## src/rtl/rx_pkt_parser.sv

```systemverilog
// Receive packet parser: turns the CC1200 byte stream into frame-memory writes
// (frame sync, line address, 12-bit pixels). Define RXPARSE_CRC_GATE_EN to buffer and CRC-gate data packets.
module rx_pkt_parser #(
    parameter int unsigned MAX_PIX    = 64,
    parameter logic [7:0]  FRAME_TYPE = 8'hA5,
    parameter logic [7:0]  DATA_TYPE  = 8'h5A,
    parameter logic [15:0] ADDR_LIMIT = 16'h9600
) (
    input  logic        Cclk,
    input  logic        rstn,
    input  logic [7:0]  RxByte,
    input  logic        RxByteValid,
    input  logic        RxPktStart,
    input  logic        RxPktEnd,
    input  logic        RxCrcOk,
    output logic        FraimSync,
    output logic        LineSync,
    output logic [15:0] RxAdd,
    output logic        RxAddValid,
    output logic [11:0] RxData,
    output logic        RxValid,
    output logic [7:0]  ErrCnt
);

    localparam int unsigned CNT_W = 7;
    localparam int unsigned PIX_W = 12;

    typedef enum logic [3:0] {
        S_IDLE, S_FRM, S_ADDH, S_ADDL, S_CNT,
        S_PB0, S_PB1, S_PB2, S_DONE, S_SKIP, S_DRAIN
    } state_t;

    state_t             state, state_d;
    logic [15:0]        addr, addr_d;
    logic [CNT_W-1:0]   npix, npix_d, cnt, cnt_d, cnt_inc;
    logic [7:0]         hold, hold_d;
    logic [3:0]         nib, nib_d;
    logic               fs_d, ls_d, av_d, rv_d;
    logic [15:0]        add_d;
    logic [PIX_W-1:0]   data_d, pix_val;
    logic               abort_err, pkt_err, frm_end, line_end, pix_emit;
    logic [8:0]         err_sum;
    logic [7:0]         err_d;

`ifdef RXPARSE_CRC_GATE_EN
    localparam int unsigned IDX_W = $clog2(MAX_PIX);
    logic [PIX_W-1:0] pix_buf [MAX_PIX];

    // Pixel holding buffer; released only after a good CRC.
    always_ff @(posedge Cclk) begin
        if (pix_emit) pix_buf[IDX_W'(cnt)] <= pix_val;
    end
`else
    logic crc_unused;
    assign crc_unused = RxCrcOk;
`endif

    always_comb begin
        state_d   = state;
        addr_d    = addr;
        npix_d    = npix;
        cnt_d     = cnt;
        hold_d    = hold;
        nib_d     = nib;
        fs_d      = 1'b0;
        ls_d      = 1'b0;
        av_d      = 1'b0;
        rv_d      = 1'b0;
        add_d     = RxAdd;
        data_d    = RxData;
        abort_err = 1'b0;
        pkt_err   = 1'b0;
        frm_end   = 1'b0;
        line_end  = 1'b0;
        pix_emit  = 1'b0;
        pix_val   = '0;
        cnt_inc   = cnt + CNT_W'(1);

        if (state == S_DRAIN) begin
`ifdef RXPARSE_CRC_GATE_EN
            if (cnt == npix) begin
                ls_d    = 1'b1;
                state_d = S_IDLE;
            end else begin
                rv_d   = 1'b1;
                data_d = pix_buf[IDX_W'(cnt)];
                cnt_d  = cnt_inc;
            end
`else
            state_d = S_IDLE;
`endif
        end else if (RxByteValid) begin
            if (RxPktStart) begin
                // A start byte always begins a new packet, aborting any in flight.
                abort_err = (state != S_IDLE);
                cnt_d     = '0;
                if (RxByte == FRAME_TYPE) begin
                    frm_end = RxPktEnd;
                    state_d = RxPktEnd ? S_IDLE : S_FRM;
                end else if (RxByte == DATA_TYPE) begin
                    pkt_err = RxPktEnd;
                    state_d = RxPktEnd ? S_IDLE : S_ADDH;
                end else begin
                    state_d = RxPktEnd ? S_IDLE : S_SKIP;
                end
            end else begin
                case (state)
                    S_FRM:  frm_end = RxPktEnd;
                    S_ADDH: begin addr_d[15:8] = RxByte; state_d = S_ADDL; end
                    S_ADDL: begin addr_d[7:0]  = RxByte; state_d = S_CNT;  end
                    S_CNT: begin
                        npix_d = CNT_W'(RxByte);
                        if (RxByte == '0 || RxByte > 8'(MAX_PIX) || addr >= ADDR_LIMIT) begin
                            pkt_err = 1'b1;
                            state_d = S_SKIP;
                        end else begin
`ifndef RXPARSE_CRC_GATE_EN
                            av_d  = 1'b1;
                            add_d = addr;
`endif
                            state_d = S_PB0;
                        end
                    end
                    S_PB0: begin hold_d = RxByte; state_d = S_PB1; end
                    S_PB1: begin
                        pix_emit = 1'b1;
                        pix_val  = {hold, RxByte[7:4]};
                        nib_d    = RxByte[3:0];
                        cnt_d    = cnt_inc;
                        state_d  = (cnt_inc == npix) ? S_DONE : S_PB2;
                    end
                    S_PB2: begin
                        pix_emit = 1'b1;
                        pix_val  = {nib, RxByte};
                        cnt_d    = cnt_inc;
                        state_d  = (cnt_inc == npix) ? S_DONE : S_PB0;
                    end
                    default: ;
                endcase

                // End of packet: clean only if every pixel has been produced.
                if (RxPktEnd && state != S_IDLE) begin
                    if (state_d == S_DONE) line_end = 1'b1;
                    else if (state_d != S_SKIP && state != S_FRM) pkt_err = 1'b1;
                    state_d = S_IDLE;
                end
            end
        end

`ifdef RXPARSE_CRC_GATE_EN
        if (frm_end) begin
            if (RxCrcOk) fs_d = 1'b1;
            else         pkt_err = 1'b1;
        end
        if (line_end) begin
            if (RxCrcOk) begin
                state_d = S_DRAIN;
                av_d    = 1'b1;
                add_d   = addr;
                cnt_d   = '0;
            end else begin
                pkt_err = 1'b1;
            end
        end
`else
        fs_d = frm_end;
        ls_d = line_end;
        rv_d = pix_emit;
        if (pix_emit) data_d = pix_val;
`endif

        err_sum = {1'b0, ErrCnt} + 9'(abort_err) + 9'(pkt_err);
        err_d   = err_sum[8] ? 8'hFF : err_sum[7:0];
    end

    always_ff @(posedge Cclk or negedge rstn) begin
        if (!rstn) begin
            state      <= S_IDLE;
            addr       <= '0;
            npix       <= '0;
            cnt        <= '0;
            hold       <= '0;
            nib        <= '0;
            FraimSync  <= 1'b0;
            LineSync   <= 1'b0;
            RxAdd      <= '0;
            RxAddValid <= 1'b0;
            RxData     <= '0;
            RxValid    <= 1'b0;
            ErrCnt     <= '0;
        end else begin
            state      <= state_d;
            addr       <= addr_d;
            npix       <= npix_d;
            cnt        <= cnt_d;
            hold       <= hold_d;
            nib        <= nib_d;
            FraimSync  <= fs_d;
            LineSync   <= ls_d;
            RxAdd      <= add_d;
            RxAddValid <= av_d;
            RxData     <= data_d;
            RxValid    <= rv_d;
            ErrCnt     <= err_d;
        end
    end

endmodule

```

## config.mk

```make
export PLATFORM = sky130hd
export DESIGN_NAME = rx_pkt_parser
export DESIGN_NICKNAME = d
export VERILOG_FILES = /design/src/rtl/rx_pkt_parser.sv
export SDC_FILE = /design/constraint.sdc
export NUM_CORES = 1
export LEC_CHECK = 0
export CAP_MARGIN = 25
export CORE_MARGIN = 2
export CORE_UTILIZATION = 55
export CTS_CLUSTER_SIZE = 10
export DETAILED_ROUTE_END_ITERATION = 16
export PLACE_DENSITY = 0.8
export SLEW_MARGIN = 20
export SYNTH_ARGS = -nofsm -noshare
export SYNTH_HDL_FRONTEND = slang
export SYNTH_SLANG_ARGS = --single-unit
```

## constraint.sdc

```tcl
create_clock -name Cclk -period 3.4 [get_ports Cclk]
set_input_delay 0.51 -clock Cclk [delete_from_list [all_inputs] [get_ports Cclk]]
set_output_delay 0.51 -clock Cclk [all_outputs]
set_load 0.02 [all_outputs]
```

==> results of run 1 <==
==> per-stage QoR <==
step	cells	TNS, ns
2_1_floorplan	344	0
3_3_place_gp	496	0
3_5_place_dp	496	-0.0540
4_1_cts	511	0
5_1_grt	511	0
6_report	511	0
==> cell usage in the layout (no fill, tap or decap), types with 3 or more instances in the layout <==
cell / instances
a21oi_1: 8
a221oi_1: 12
a31oi_1: 3
and3_1: 3
and4b_1: 3
buf_4: 16
clkbuf_8: 10
clkdlybuf4s50_1: 51
dfrtp_1: 86
inv_1: 3
mux2_2: 43
mux2_4: 9
nand2_1: 21
nand2b_1: 7
nand3_1: 11
nor2_1: 42
o21ai_0: 13
xnor2_1: 12
xor2_1: 5
==> metal layers <==
| layer | up-vias | track usage [%] | share of wire [%] |
|---|---|---|---|
| met1 | 1422 | 29.8 | 42 |
| met5 | - | 0 | 0 |
| met2 | 102 | 38.2 | 50 |
| li1 | 1368 | - | - |
| met4 | 0 | 7.82 | 1.6 |
| met3 | 17 | 6.04 | 6.0 |
==> registers in the layout, summed over array words and instances (netlist names) <==
name	flops
ErrCnt	8
state	4
LineSync	1
FraimSync	1
cnt	7
npix	7
RxAddValid	1
hold	8
RxValid	1
nib	4
addr	16
RxData	12
RxAdd	16
==> power by group through the flow <==
stage               Sequential, mW  Clock, mW  Combinational [mW]
finish                        1.38      0.693               0.656
floorplan                     1.42          0               0.340
detailed placement            1.40          0               0.658
global placement              1.39          0               0.634
CTS                           1.39      0.716               0.663
global route                  1.41      0.755               0.711
==> cell type report <==
| cell class | instances | area [um2] | share of cell area (%) |
|---|---|---|---|
| timing repair buffer | 68 | 642 | 13.0 |
| sequential | 86 | 2150 | 43.5 |
| inverter | 4 | 15.0 | 0.303 |
| clock buffer | 11 | 141 | 2.86 |
| tap | 99 | 124 | 2.50 |
| multi-input combinational | 239 | 1830 | 36.9 |
| clock inverter | 4 | 47.5 | 0.961 |
==> Yosys cell counts, types with 5 or more instances <==
master    instances
nand2_1          21
nand3_1          11
dfrtp_1          86
mux2_4            9
nor2_1           42
nand2b_1          7
buf_2             5
mux2_2           43
a221oi_1         12
o21ai_0          13
xnor2_1          12
a21oi_1           8
xor2_1            5
clkbuf_1          7
==> cell families (layout without fill, tap and decap cells) <==
kind of cell | count (synthesis) | count (layout) | share of synthesized area [%]
compound gates | 56 | 56 | 9.72
fa+ha+maj | 3 | 3 | 1.10
simple gates | 110 | 110 | 14.9
mux | 53 | 53 | 15.4
flops | 86 | 86 | 52.7
xor+xnor | 17 | 17 | 3.65
buf+inv | 19 | 87 | 2.48
==> worst register-to-register path: cells and delay by family (launching register included) <==
kind            cells  cell delay, ns
mux                 1            0.13
compound gates      1            0.05
simple gates        6            0.97
flops               1            0.44
buf+inv             1            0.16
fa+ha+maj           3            0.97
xor+xnor            1            0.13
==> worst max path at each step <==
stage                     startpoint         to  slack (ns)
final                      RxByte[4]  ErrCnt[6]        0.32
after global routing       RxByte[4]  ErrCnt[4]        0.09
after CTS                  RxByte[4]  ErrCnt[6]        0.32
after detailed placement   RxByte[4]  ErrCnt[6]       -0.04
after global placement     RxByte[4]  ErrCnt[6]       0.006
after floorplan            RxByte[0]  ErrCnt[6]        0.60
==> run_results.csv, run 1 <==
group,metric,value,unit
setup_path,cp_top_family,"simple AND/OR/NAND/NOR gates",
yosys,yosysSeqAreaShare,52.7,%
yosys,synth_cells,344,
timing,fin_crit_sh,90.6,%
yosys,ys.flop_type,"dfrtp_1",
power_and_ir_drop,p_switching,0.817,mW
finish,layout-drive-gt1-share,23.8,%
grt,overflow,0,
timing,max_freq,325,MHz
cts,postCtsHoldBufs,0,
setup_path,r2r-end,"ErrCnt[4]",
detailed_routing,viasPerCell,5.69,
detailed_routing,first_pass_iters,4,
setup_path,cp-end-kind,"flip-flop",
timing,rsz0062_at_grt,"no",
timing,tightest_slew,0.848,ns
power_and_ir_drop,ir_drop,0.000443,V
power_and_ir_drop,pwr-share-clk,25.3,%
timing,fin_skew,0.0104,ns
setup_path,path_buf_inv,1,
yosys,post_synth_num_cell_types,57,
timing,whs,0.180,ns
cts,root_buffer,"clkbuf_8",
power_and_ir_drop,total_leakage_power,2.25,nW
yosys,synth_top_area_share,52.7,%
power_and_ir_drop,total_power,2.73,mW
power_and_ir_drop,intPower,1.92,mW
placement,dpl_worst_slack,-0.0430,ns
setup_path,critical_path_depth,12,
power_and_ir_drop,sw_frac_of_total,29.9,%
placement,hpwl,6090,um
timing,fin_crit,3.08,ns
grt,grt_pass1_vias,3021,
setup_path,criticalPathCategory,"in -> reg",
finish,fin_nets,425,
yosys,syn_area,4080,um2
setup_path,r2r_start,"cnt[0]",
finish,fillers,545,
die,coreArea,7210,um2
detailed_routing,vias,2909,
grt,antenna_found_initial,0,
finish,area_growth,21.3,%
setup_path,cp_cell_sequence,"clkdlybuf4s50_1 > nor3_4 > a21o_1 > a221o_2 > nand3_1 > a2bb2oi_1 > nor4_1 > fa_1 > ha_1 > nand2_1 > nor2_1 > mux2_2",
cts,cts_setup_buffers,0,
setup_path,cp_slowest_cell,"clkdlybuf4s50_1",
timing,relSlewSlack,43.2,%
detailed_routing,routedWlPerCell,17.3,um
die,die_y,90.1,um
placement,port_buffers,52,
cts,htree_levels,3,
grt,grt_max_degree,87,
setup_path,start_kind,"input port",
power_and_ir_drop,pwr_density_cell,552,nW/um2
setup_path,critPathMaxFanout,4,
setup_path,critPathRequiredTime,3.64,ns
grt,grt_pass1_wl,14800,um
power_and_ir_drop,seqPwrFrac,50.7,%
yosys,synth_edf_count,0,
setup_path,cp_data_arrival_time,3.32,ns
hold_path,holdCritPathClass,"in -> async",
setup_path,r2r.worst_path.cells,13,
die,ios,54,
grt,grtUsageTotal,23.1,%
yosys,yosysTopAreaCell,"dfrtp_1",
outcome,status,"finished, final reports clean",
cts,cts_resized,0,
setup_path,max_stage_delay,0.50,ns
cts,clock_latency,0.35,ns
detailed_routing,totalWireLength,8840,um
cts,cts_made_buffers,9,
cts,clock_tree.buffer_depth,2,
yosys,synthesis.nets,361,
die,dieArea,8130,um2
run,drv_cap,0,
placement,place_congestion,0.864,
timing,fin_ws,0.320,ns
cts,cts_tree,"built",
finish,final_area,4950,um2
detailed_routing,drc,0,
power_and_ir_drop,combPwrFrac,24.0,%
timing,timing.final.hold_violations,0,
die,chipWidth,90.1,um
setup_path,reg2reg_slack,0.48,ns
yosys,synth_warnings,0,
finish,diodes,0,
yosys,syn_area_per_cell,11.9,um2
detailed_routing,drt_iter0_markers,123,
detailed_routing,ant_nets,0,
timing,finalSetupViolCount,0,
cts,clkTransAtPathRegs,0.08,ns
cts,clock_sinks,86,
yosys,synthArstFlopShare,100,%
timing,slew_viol_final,0,
yosys,synth_seq_cells,86,
yosys,synth_top_cells_by_area,"dfrtp_1 53%, mux2_2 12%, nor2_1 3.9%",
die,start_util,56.6,%
die,row_count,31,
finish,post-route-util,68.6,%
placement,place_area,4760,um2
Note: power is estimated with default switching activity, not from simulation.
==> run 2: changes to the inputs <==
--- a/config.mk
+++ b/config.mk
@@ -6,6 +6,7 @@
 export NUM_CORES = 1
 export LEC_CHECK = 0
 export CAP_MARGIN = 25
+export CORE_ASPECT_RATIO = 0.9
 export CORE_MARGIN = 2
 export CORE_UTILIZATION = 55
 export CTS_CLUSTER_SIZE = 10
==> run 2 against run 1 <==
Net effect:
- combinational power shrank 1%
- critical path depth is the same
- clock power grew 15%
- clock-buffer cell count shrank 1
- final cell count shrank 1.8%
- clock skew grew 0.00056 ns
- total power grew 3.6%
- setup slack gained 0.0036 ns
- routed wire length shrank 2.2%
- core utilization grew 0.90 points
- register-to-register slack lost 0.08 ns
- critical endpoint unchanged
- largest power group unchanged
==> run_results.csv, run 2 (same netlist as run 1, synthesis figures left out) <==
group,metric,value,unit
outcome,status,"finished, final reports clean",
setup_path,path_buf_inv,1,
placement,hpwl,5770,um
grt,antenna_found_initial,0,
cts,cts_tree,"built",
detailed_routing,first_pass_iters,5,
cts,clock_sinks,86,
setup_path,critPathMaxFanout,5,
power_and_ir_drop,seqPwrFrac,48.9,%
finish,area_growth,21.1,%
timing,whs,0.175,ns
detailed_routing,routedWlPerCell,17.2,um
grt,grt_pass1_vias,2991,
grt,grt_max_degree,87,
timing,fin_crit_sh,90.5,%
setup_path,max_stage_delay,0.50,ns
power_and_ir_drop,total_leakage_power,2.24,nW
cts,clock_latency,0.37,ns
detailed_routing,vias,2924,
placement,dpl.cell_count,486,
die,die_y,85.7,um
setup_path,cp-end-kind,"flip-flop",
finish,final_cell_mix,"86 x dfrtp_1, 51 x clkdlybuf4s50_1, 43 x mux2_2",
die,start_util,57.4,%
setup_path,start_kind,"input port",
finish,post-route-util,69.5,%
die,dieArea,8130,um2
grt,overflow,0,
timing,tns,0,ns
detailed_routing,viasPerCell,5.82,
timing,fin_skew,0.0110,ns
cts,cts_made_buffers,9,
setup_path,criticalPathCategory,"in -> reg",
power_and_ir_drop,pwr-share-clk,28.1,%
timing,relSlewSlack,42.2,%
die,coreArea,7110,um2
die,chipWidth,94.8,um
timing,timing.final.hold_violations,0,
finish,instances_no_fill,502,
setup_path,cp_top_family,"simple AND/OR/NAND/NOR gates",
power_and_ir_drop,intPower,1.98,mW
grt,grtUsageTotal,24.1,%
setup_path,cp_slowest_cell,"clkdlybuf4s50_1",
cts,htree_levels,3,
finish,fillers,541,
detailed_routing,totalWireLength,8640,um
power_and_ir_drop,sw_frac_of_total,30.1,%
cts,clkTransAtPathRegs,0.09,ns
timing,max_freq,325,MHz
setup_path,cp_data_arrival_time,3.34,ns
finish,final_common_cell,"dfrtp_1",
run,drv_cap,0,
detailed_routing,ant_nets,0,
power_and_ir_drop,combPwrFrac,22.9,%
finish,layout-drive-gt1-share,23.2,%
power_and_ir_drop,pwr_density_cell,573,nW/um2
finish,reg_top3,"RxAdd: 16 flops, addr: 16 flops, RxData: 12 flops",
setup_path,cp_cell_sequence,"clkdlybuf4s50_1 > nor3_4 > a21o_1 > a221o_2 > nand3_1 > a2bb2oi_1 > nor4_1 > fa_1 > ha_1 > nand2_1 > nor2_1 > mux2_2",
detailed_routing,drt_iter0_markers,170,
die,ios,54,
detailed_routing,drc,0,
cts,root_buffer,"clkbuf_8",
cts,cts_setup_buffers,0,
placement,port_buffers,52,
power_and_ir_drop,p_switching,0.852,mW
timing,finalSetupViolCount,0,
power_and_ir_drop,ir_drop,0.000379,V
die,row_count,29,
timing,slew_viol_final,0,
cts,postCtsHoldBufs,0,
cts,cts_resized,0,
finish,fin_nets,421,
timing,fin_crit,3.08,ns
timing,rsz0062_at_grt,"no",
placement,place_congestion,0.894,
cts,clock_tree.buffer_depth,2,
finish,diodes,0,
timing,tightest_slew,0.863,ns
hold_path,holdCritPathClass,"in -> async",
setup_path,critPathRequiredTime,3.66,ns
grt,grt_pass1_wl,14900,um
run 2: changes by cell type in the layout (fill, tap and decap cells not counted), sizes merged:
cell | before | now
buf | 17 | 13
clkbuf | 11 | 10
inv | 4 | 6
bufinv | 1 | 2
clkinvlp | 1 | 2
clkinv | 2 | 0
run 2: per-stage QoR:
step | power [mW] | worst slack [ns] | area, um2
5_1_grt | 2.99 | 0.119 | 4940
3_3_place_gp | 2.02 | 0.0393 | 4720
6_report | 2.83 | 0.323 | 4940
4_1_cts | 2.85 | 0.322 | 4940
3_5_place_dp | 2.05 | -0.0684 | 4720
2_1_floorplan | 1.76 | 0.596 | 4080
run 2: layout make-up:
type | instances | area [um2] | share of cell area (%)
clock buffers | 10 | 128 | 2.58
repair buffers | 64 | 612 | 12.4
clock inverters | 6 | 92.6 | 1.87
inverters | 4 | 15.0 | 0.304
multi-input cells | 239 | 1830 | 37.0
flip-flops and latches | 86 | 2150 | 43.5
well taps | 93 | 116 | 2.35
run 2: path summary, 6_finish.rpt:
path,startpoint,to,slack [ns],depth (start not counted)
setup reg to reg,cnt[0],ErrCnt[6],0.40,12
hold reg to reg,addr[1],RxAdd[1],0.51,1
max in group asynchronous,rstn,state[3],2.68,1
hold / removal,rstn,cnt[1],0.17,1
setup / recovery,RxByte[4],ErrCnt[6],0.32,12
min in group Cclk,addr[1],RxAdd[1],0.51,1
run 2: per-layer routing:
metal	global-route usage (%)	up-vias	part of all wire, %	wire length [um]
met1	34.0	1459	46	3990
li1	-	1354	-	-
met4	7.91	0	1.6	138
met3	6.33	16	5.1	442
met5	0	-	0	0
met2	36.6	95	47	4080
run 2: power by group through the flow:
| stage | clock (mW) | combinational, mW | sequential (mW) |
|---|---|---|---|
| 2_1_floorplan | 0 | 0.340 | 1.42 |
| 3_3_place_gp | 0 | 0.631 | 1.39 |
| 3_5_place_dp | 0 | 0.645 | 1.40 |
| 4_1_cts | 0.818 | 0.653 | 1.38 |
| 5_1_grt | 0.867 | 0.711 | 1.41 |
| 6_report | 0.796 | 0.649 | 1.39 |
